## src/rtl/iot_event_arbiter.sv

```systemverilog
// -----------------------------------------------------------------------------
// iot_event_arbiter
//
// Round-robin arbiter that funnels connect/disconnect events from N device-side
// requesters onto the single change/on_off event port of the active-IoT-devices
// monitor. Each event is serialised into a one-cycle change pulse, and the
// winning requester gets a one-cycle ack. If the event would push the monitor
// counter past full scale or below zero, the requester gets a one-cycle rej
// instead. A saturating shadow copy of the monitor count is kept here, so that
// saturation can be detected before any event is issued.
//
// Ports
//   clk     in   1      system clock, rising edge
//   rst     in   1      synchronous active-low reset
//   req     in   N      per-requester event request, held until ack or rej
//   dir     in   N      per-requester direction (1 = device on, 0 = device off)
//   ack     out  N      one-cycle accept pulse to the granted requester
//   rej     out  N      one-cycle reject pulse to the granted requester
//   change  out  1      one-cycle event strobe to the monitor
//   on_off  out  1      event direction to the monitor, 0 unless change = 1
//   busy    out  1      high whenever an event is in flight
//   count   out  CNT_W  shadow count of active devices
//
// Event timing (t = edge at which req is sampled in IDLE)
//   accepted : IDLE -> ISSUE (change) -> ACK (ack) -> IDLE      3 cycles
//   rejected : IDLE -> REJECT (rej) -> IDLE                     2 cycles
// -----------------------------------------------------------------------------
module iot_event_arbiter #(
    parameter int N     = 4,
    parameter int CNT_W = 8
) (
    input  logic             clk,
    input  logic             rst,
    input  logic [N-1:0]     req,
    input  logic [N-1:0]     dir,
    output logic [N-1:0]     ack,
    output logic [N-1:0]     rej,
    output logic             change,
    output logic             on_off,
    output logic             busy,
    output logic [CNT_W-1:0] count
);

    localparam int IDX_W = $clog2(N);

    typedef enum logic [1:0] {
        S_IDLE   = 2'd0,
        S_ISSUE  = 2'd1,
        S_ACK    = 2'd2,
        S_REJECT = 2'd3
    } state_t;

    // -------------------------------------------------------------------------
    // State and registered outputs
    // -------------------------------------------------------------------------
    state_t           state,      state_nxt;
    logic [IDX_W-1:0] grant,      grant_nxt;
    logic [IDX_W-1:0] rr_ptr,     rr_ptr_nxt;
    logic             dir_lat,    dir_lat_nxt;
    logic [CNT_W-1:0] count_nxt;
    logic [N-1:0]     ack_nxt;
    logic [N-1:0]     rej_nxt;
    logic             change_nxt;
    logic             on_off_nxt;
    logic             busy_nxt;

    // -------------------------------------------------------------------------
    // Round-robin search: the first requester at or above rr_ptr, wrapping
    // modulo N. The candidate sum needs one extra bit so it can be folded back
    // into the range 0..N-1 for non-power-of-two N.
    // -------------------------------------------------------------------------
    logic             found;
    logic [IDX_W-1:0] pick;
    logic [IDX_W:0]   cand_sum;
    logic [IDX_W-1:0] cand;

    always_comb begin
        // NOTE: every variable written here gets a default first, so no path
        // can leave one unassigned and infer a latch.
        found    = 1'b0;
        pick     = '0;
        cand_sum = '0;
        cand     = '0;
        for (int k = 0; k < N; k++) begin
            cand_sum = {1'b0, rr_ptr} + (IDX_W+1)'(k);
            if (cand_sum >= (IDX_W+1)'(N)) begin
                cand_sum = cand_sum - (IDX_W+1)'(N);
            end
            cand = cand_sum[IDX_W-1:0];
            if (!found && req[cand]) begin
                found = 1'b1;
                pick  = cand;
            end
        end
    end

    // The pointer moves to the slot after the requester just served, so that
    // requester has the lowest priority in the next search.
    logic [IDX_W-1:0] grant_inc;

    always_comb begin
        grant_inc = '0;
        if (grant != IDX_W'(N - 1)) begin
            grant_inc = grant + IDX_W'(1);
        end
    end

    // An event is rejected when applying it would wrap the monitor counter.
    logic sat_hit;

    always_comb begin
        sat_hit = 1'b0;
        if (dir[pick] && (count == {CNT_W{1'b1}})) begin
            sat_hit = 1'b1;
        end
        if (!dir[pick] && (count == '0)) begin
            sat_hit = 1'b1;
        end
    end

    // -------------------------------------------------------------------------
    // Next-state and next-output logic
    // -------------------------------------------------------------------------
    always_comb begin
        state_nxt   = state;
        grant_nxt   = grant;
        rr_ptr_nxt  = rr_ptr;
        dir_lat_nxt = dir_lat;
        count_nxt   = count;

        case (state)
            S_IDLE: begin
                if (found) begin
                    grant_nxt   = pick;
                    dir_lat_nxt = dir[pick];
                    state_nxt   = sat_hit ? S_REJECT : S_ISSUE;
                end
            end
            S_ISSUE: begin
                // count moves on the edge that leaves ISSUE, so the new value
                // is visible in the same cycle as the ack.
                if (dir_lat) begin
                    count_nxt = count + CNT_W'(1);
                end else begin
                    count_nxt = count - CNT_W'(1);
                end
                state_nxt = S_ACK;
            end
            S_ACK: begin
                rr_ptr_nxt = grant_inc;
                state_nxt  = S_IDLE;
            end
            S_REJECT: begin
                rr_ptr_nxt = grant_inc;
                state_nxt  = S_IDLE;
            end
            default: begin
                state_nxt = S_IDLE;
            end
        endcase

        // The outputs are decoded from the next state and registered, so each
        // pulse lines up with the cycle its state occupies, without a
        // combinational path from req to the outputs.
        ack_nxt    = (state_nxt == S_ACK)    ? (N'(1) << grant_nxt) : '0;
        rej_nxt    = (state_nxt == S_REJECT) ? (N'(1) << grant_nxt) : '0;
        change_nxt = (state_nxt == S_ISSUE);
        on_off_nxt = (state_nxt == S_ISSUE) && dir_lat_nxt;
        busy_nxt   = (state_nxt != S_IDLE);
    end

    // -------------------------------------------------------------------------
    // Registers. Reset aborts any event in flight: the pending ack/rej is
    // dropped and the shadow count restarts from zero.
    // -------------------------------------------------------------------------
    always_ff @(posedge clk) begin
        // NOTE: sequential state uses non-blocking assignments only, so every
        // register samples the pre-edge values of the others.
        if (!rst) begin
            state   <= S_IDLE;
            grant   <= '0;
            rr_ptr  <= '0;
            dir_lat <= 1'b0;
            count   <= '0;
            ack     <= '0;
            rej     <= '0;
            change  <= 1'b0;
            on_off  <= 1'b0;
            busy    <= 1'b0;
        end else begin
            state   <= state_nxt;
            grant   <= grant_nxt;
            rr_ptr  <= rr_ptr_nxt;
            dir_lat <= dir_lat_nxt;
            count   <= count_nxt;
            ack     <= ack_nxt;
            rej     <= rej_nxt;
            change  <= change_nxt;
            on_off  <= on_off_nxt;
            busy    <= busy_nxt;
        end
    end

endmodule

```

## config.mk

```make
export PLATFORM = sky130hd
export DESIGN_NAME = iot_event_arbiter
export DESIGN_NICKNAME = d
export VERILOG_FILES = /design/src/rtl/iot_event_arbiter.sv
export SDC_FILE = /design/constraint.sdc
export NUM_CORES = 1
export LEC_CHECK = 0
export ABC_CLOCK_PERIOD_IN_PS = 5300
export CAP_MARGIN = 5
export CELL_PAD_IN_SITES_DETAIL_PLACEMENT = 1
export CELL_PAD_IN_SITES_GLOBAL_PLACEMENT = 2
export CORE_MARGIN = 3
export CORE_UTILIZATION = 32
export DETAILED_ROUTE_END_ITERATION = 8
export PLACE_DENSITY = 0.93
export SLEW_MARGIN = 10
export SYNTH_ARGS = -nofsm -noshare
export SYNTH_HDL_FRONTEND = slang
export SYNTH_SLANG_ARGS = --single-unit
export TNS_END_PERCENT = 20
```

## constraint.sdc

```tcl
create_clock -name clk -period 5.3 [get_ports clk]
set_input_delay 0.795 -clock clk [delete_from_list [all_inputs] [get_ports clk]]
set_output_delay 0.795 -clock clk [all_outputs]
set_load 0.02 [all_outputs]
```

**After elaboration in Yosys (flattened, before gate mapping)**

Index checks and enable logic that the tools add are counted.

- Reductions and logical operators: 16
- Magnitude comparators: 9
- Shift operators: 1
- Mux-type cells: 33
- $add $sub $neg: 10
- Eq/ne operators: 8

Operators with widths:

| kind | count |
|---|---|
| $mux W2 | 13 |
| $lt A2 B3 Y1 const B | 5 |
| $mux W1 | 13 |
| $bmux W1 S2 | 5 |
| $ge A3 B3 Y1 const B | 3 |
| $add A8 B1 Y8 const B | 1 |
| $eq A2 B2 Y1 const B | 4 |
| $eq A8 B8 Y1 const B | 1 |
| $logic_not A8 Y1 | 1 |
| $mux W8 | 1 |
| $sub A2 B1 Y2 const B | 4 |
| $sub A8 B1 Y8 const B | 1 |
| $add A2 B2 Y3 const B | 2 |
| $logic_and A1 B1 Y1 | 6 |
| $pmux W2 S3 | 1 |
| $eq A2 B1 Y1 const B | 2 |
| $logic_not A1 Y1 | 4 |
| $reduce_and A2 Y1 | 2 |
| $shl A1 B2 Y4 const A | 1 |
| $add A2 B1 Y3 const B | 1 |
| $ge A2 B3 Y1 const B | 1 |
| $add A2 B1 Y2 const B | 1 |
| $logic_not A2 Y1 | 1 |
| $ne A2 B2 Y1 const B | 1 |
| other kinds (2) | 2 |

- Flip-flop bits (word level): 26

**Longest topological paths before layout**

- Depth after elaboration: 24
- Depth in mapped cells: 8
- Depth with buffers taken out: 8

**Worst setup path after synthesis**

Ideal clock, no wire load.

- Kind: input to register
- Start: input req[2]
- End: register state[1]
- Stages on the path: 6
- Required time: 5.168 ns
- Slack: 2.798 ns
- Data arrival time: 2.369 ns
- Path through: nor2b_1 -> or4b_4 -> a21bo_1 -> a32oi_2 -> mux2i_1 -> a21boi_1

- Cells in the longest elaborated chain, start to end: 20
- Elaborated cells between the ends (all ways): 32
- Those cells by class: mux (23); reduce/logical (9)

Ends and longest elaborated chain:

| item | line | source |
|---|---|---|
| start, declared | 34 | `input logic [N-1:0] req,` |
| $bmux W1 S2 | 90 | `if (!found && req[cand]) begin` |
| $mux W1 (implied by the code) | 90 |  |
| $mux W1 | 90 |  |
| $logic_not A1 Y1 | 90 |  |
| $logic_and A1 B1 Y1 | 90 |  |
| $mux W1 | 90 |  |
| $logic_not A1 Y1 | 90 |  |
| $logic_and A1 B1 Y1 | 90 |  |
| (+4 left out) | -- |  |
| $bmux W1 S2 | 113, 116 |  |
| $mux W1 (implied by the code) | 113, 116 |  |
| $logic_and A1 B1 Y1 / $logic_not A1 Y1 (equally long branches) | 113, 116 |  |
| $mux W1 / $logic_and A1 B1 Y1 (equally long branches) | 113, 116 |  |
| $mux W1 | 116 | `if (!dir[pick] && (count == '0)) begin` |
| $mux W2 | 136 | `state_nxt = sat_hit ? S_REJECT : S_ISSUE;` |
| $mux W2 * | 133 | `if (found) begin` |
| $pmux W2 S3 * | 131 | `case (state)` |
| end signal, assigned | 191 | `state <= state_nxt;` |
| end, declared | 56 | `state_t state, state_nxt;` |

Every way passes the cells marked *; elsewhere a longest branch is shown, timed or not. The select of a mux whose other input is x is not followed.
A chain may end at the register's enable or synchronous reset.

**Worst setup path after layout**

- Start: input req[0]
- End: register state[1]

Same word-level chain as after synthesis.

==> flow_summary.toml <==
[status]
outcome = "finished, final reports clean"

[synthesis]
synth_common_cells = "dfxtp_1 (26), nand2_1 (12), nor2b_1 (11), o21ai_0 (8)"
synth_nets = 167
synth_top_cell_by_area = "dfxtp_1"
post_synth_mux_area_share = 0.0452
synth_edf_count = 0
synth_adder_area_share = 0.0794
seq_area_frac_synth = 0.384
syn_inst = 149
synth_seq_cells = 26
ys_warn_count = 0
synth-xor-area-share = 0.0388
yosys.area_share.simple = 0.283
syn-cell-area_sq_um = 1360
yosys-top-cells-area = "dfxtp_1 (38%), ha_1 (6.5%), nor2b_1 (5.1%)"
avgSynthCellArea_sq_um = 9.09
synth-async-reset-ratio = 0
synth_cell_types = 39
synth.most_common_cell = "dfxtp_1"
synth_compound_area_frac = 0.153
synth_ff_type = "dfxtp_1"
synth_top_family_by_area = "simple AND/OR/NAND/NOR gates"
synth_top_area_frac = 0.384

[global_route]
grtUsageTotal = 0.137
grt_overflow = 0
grt_pass1_wl_mm = 5.73
antenna_found_initial = 0
grt_pass1_vias = 1270
grt_start_max_net_pins = 23

[timing]
rsz0062_at_grt = "no"
max_freq_mhz = 342
layout_min_cycle_time_ps = 2920
relSlewSlack = 0.556
setup_viol = 0
tightest_slew_ps = 665
slew_violations = 0
tns_ps = 0
layout_setup_ws_ps = 2380
hold_viol = 0
skew_ps = 4.09
min_period_over_period = 0.552

[finish]
area_growth_pct = 28.5
nNetsFinal = 197
multi_input_area_sq_um = 812
final_layout_size_suffix_gt1_frac = 0.0449
final_cell_area_sq_um = 1740
fillCellCount = 471
antenna_cells = 0
layout.area.seq_sq_um = 520

[die]
fp-row-count = 23
fp.dieH_microns = 71.1
die_w_microns = 71.1
start_util = 0.336
ios = 29
core_region_area_sq_um = 4030
dieArea_sq_um = 5050

[drt]
drt-wirelength-per-cell_microns = 14.8
drt-vias-per-instance = 5.30
drtIter0Drc = 17
ant_nets = 0
num_vias = 1208
routed_wl_mm = 3.38
firstDrtPassIters = 4
drc = 0

[cts]
cts_root_buf = "clkbuf_8"
cts.sinks = 26
clock_path_buffers = 2
tritoncts = "yes"
cts.clk_slew.worst_paths_ps = 90
postCtsSetupBuffers = 0
htree_levels = 1
cts_buffers = 3
cts_resized = 0
ctsHoldBuffers = 0
clock_latency_ps = 270

[critical_path]
startpoint_type = "primary input"
path_delay_family = "simple AND/OR/NAND/NOR gates"
endpoint_kind = "flip-flop"
crit_arrival_ps = 3060
worst_ep_required_time_ps = 5430
slowest_stage = "or4b_4"
path_cells = "clkdlybuf4s50_1 -> nor2b_1 -> or4b_4 -> a21bo_1 -> a32oi_2 -> mux2i_1 -> a21boi_1"
worstPathMaxFanout = 6
worstSetupPathType = "in2reg"
critPathMaxStageDelay_ps = 530
worst-path-buf-inv = 1

[power_and_ir_drop]
power_density_nw_per_um2 = 580
p_leak_nw = 0.673
vdd_drop_max_v = 0.000311

[placed_design]
port_buffers = 28
place_ws_ps = 2090
place_area_sq_um = 1690
place.gp.congestion = 0.836
hpwlAfterDp_mm = 2.69

[run]
cap_violations = 0

[hold_path]
min_path_type = "reg2reg"
-- routing by layer --
layer	up-vias	GRT usage	routed length, microns
met1	582	0.163	1550
met3	6	0.0298	116
li1	595	-	-
met2	25	0.246	1680
met4	0	0.0376	30
met5	-	0	0
-- worst reg2reg max path: stages, from the launching register on --
cell	delay, ps
dfxtp_1	320
inv_1	250
ha_1	360
or4_1	510
o21ai_0	90
a21oi_1	70
xnor2_1	150
or3_1	310
a21boi_0	160
-- sequential cells by signal (all words and copies together), names as in the netlist, 2 cells and up --
register / cells
grant: 2
rej: 4
count: 8
rr_ptr: 2
state: 2
ack: 4
-- where the power goes --
| group | total (mW) | switching, mW | internal, mW |
|---|---|---|---|
| Clock | 0.126 | 0.0598 | 0.0663 |
| Sequential | 0.312 | 0.0613 | 0.251 |
| Combinational | 0.572 | 0.304 | 0.267 |
-- final cells by class --
cell class              count  share of cell area
inverters                   3             0.00647
clock buffers               4              0.0316
well taps                  50              0.0359
repair buffers             28               0.161
flip-flops and latches     26               0.299
multi-input cells         117               0.466
-- through the flow --
step                std cells  utilization  hold WS [ps]  total power, mW
global placement          224        0.419           496            0.860
finish                    228        0.432           523             1.01
global route              228        0.432           559             1.10
floorplan                 149            -           465            0.706
detailed placement        224        0.419           512            0.893
CTS                       228        0.432           525             1.02
-- final timing paths --
kind | from | endpoint | slack, ps | depth (start not counted)
worst min-delay path | grant[1]$_SDFF_PN0_ | ack[1]$_SDFF_PN0_ | 520 | 1
worst max-delay path | req[0] | state[1]$_SDFF_PN0_ | 2380 | 7
worst max register to register | dir_lat$_SDFF_PN0_ | count[7]$_SDFFE_PN0P_ | 3010 | 8
worst min register to register | grant[1]$_SDFF_PN0_ | ack[1]$_SDFF_PN0_ | 520 | 1
-- placed cells by master, fill, tap and decap left out, drive strengths merged, types with 5 or more instances in the layout --
cell type	Yosys	routed
o21ai	8	8
and2	7	7
nor2	7	7
nor4	6	6
nand2	12	12
nor2b	11	11
a21oi	5	5
nand3	6	6
mux2i	5	5
ha	7	7
clkdlybuf4s50	0	28
dfxtp	26	26
-- cell families after synthesis --
group / count (synthesis)
DFF: 26
and+or+nand+nor: 67
xor gates and xnor gates: 6
adders and majority gates: 8
buffers and inverters: 6
AOI/OAI and AO/OA: 30
muxes: 6
(Power assumes the default switching activity.)
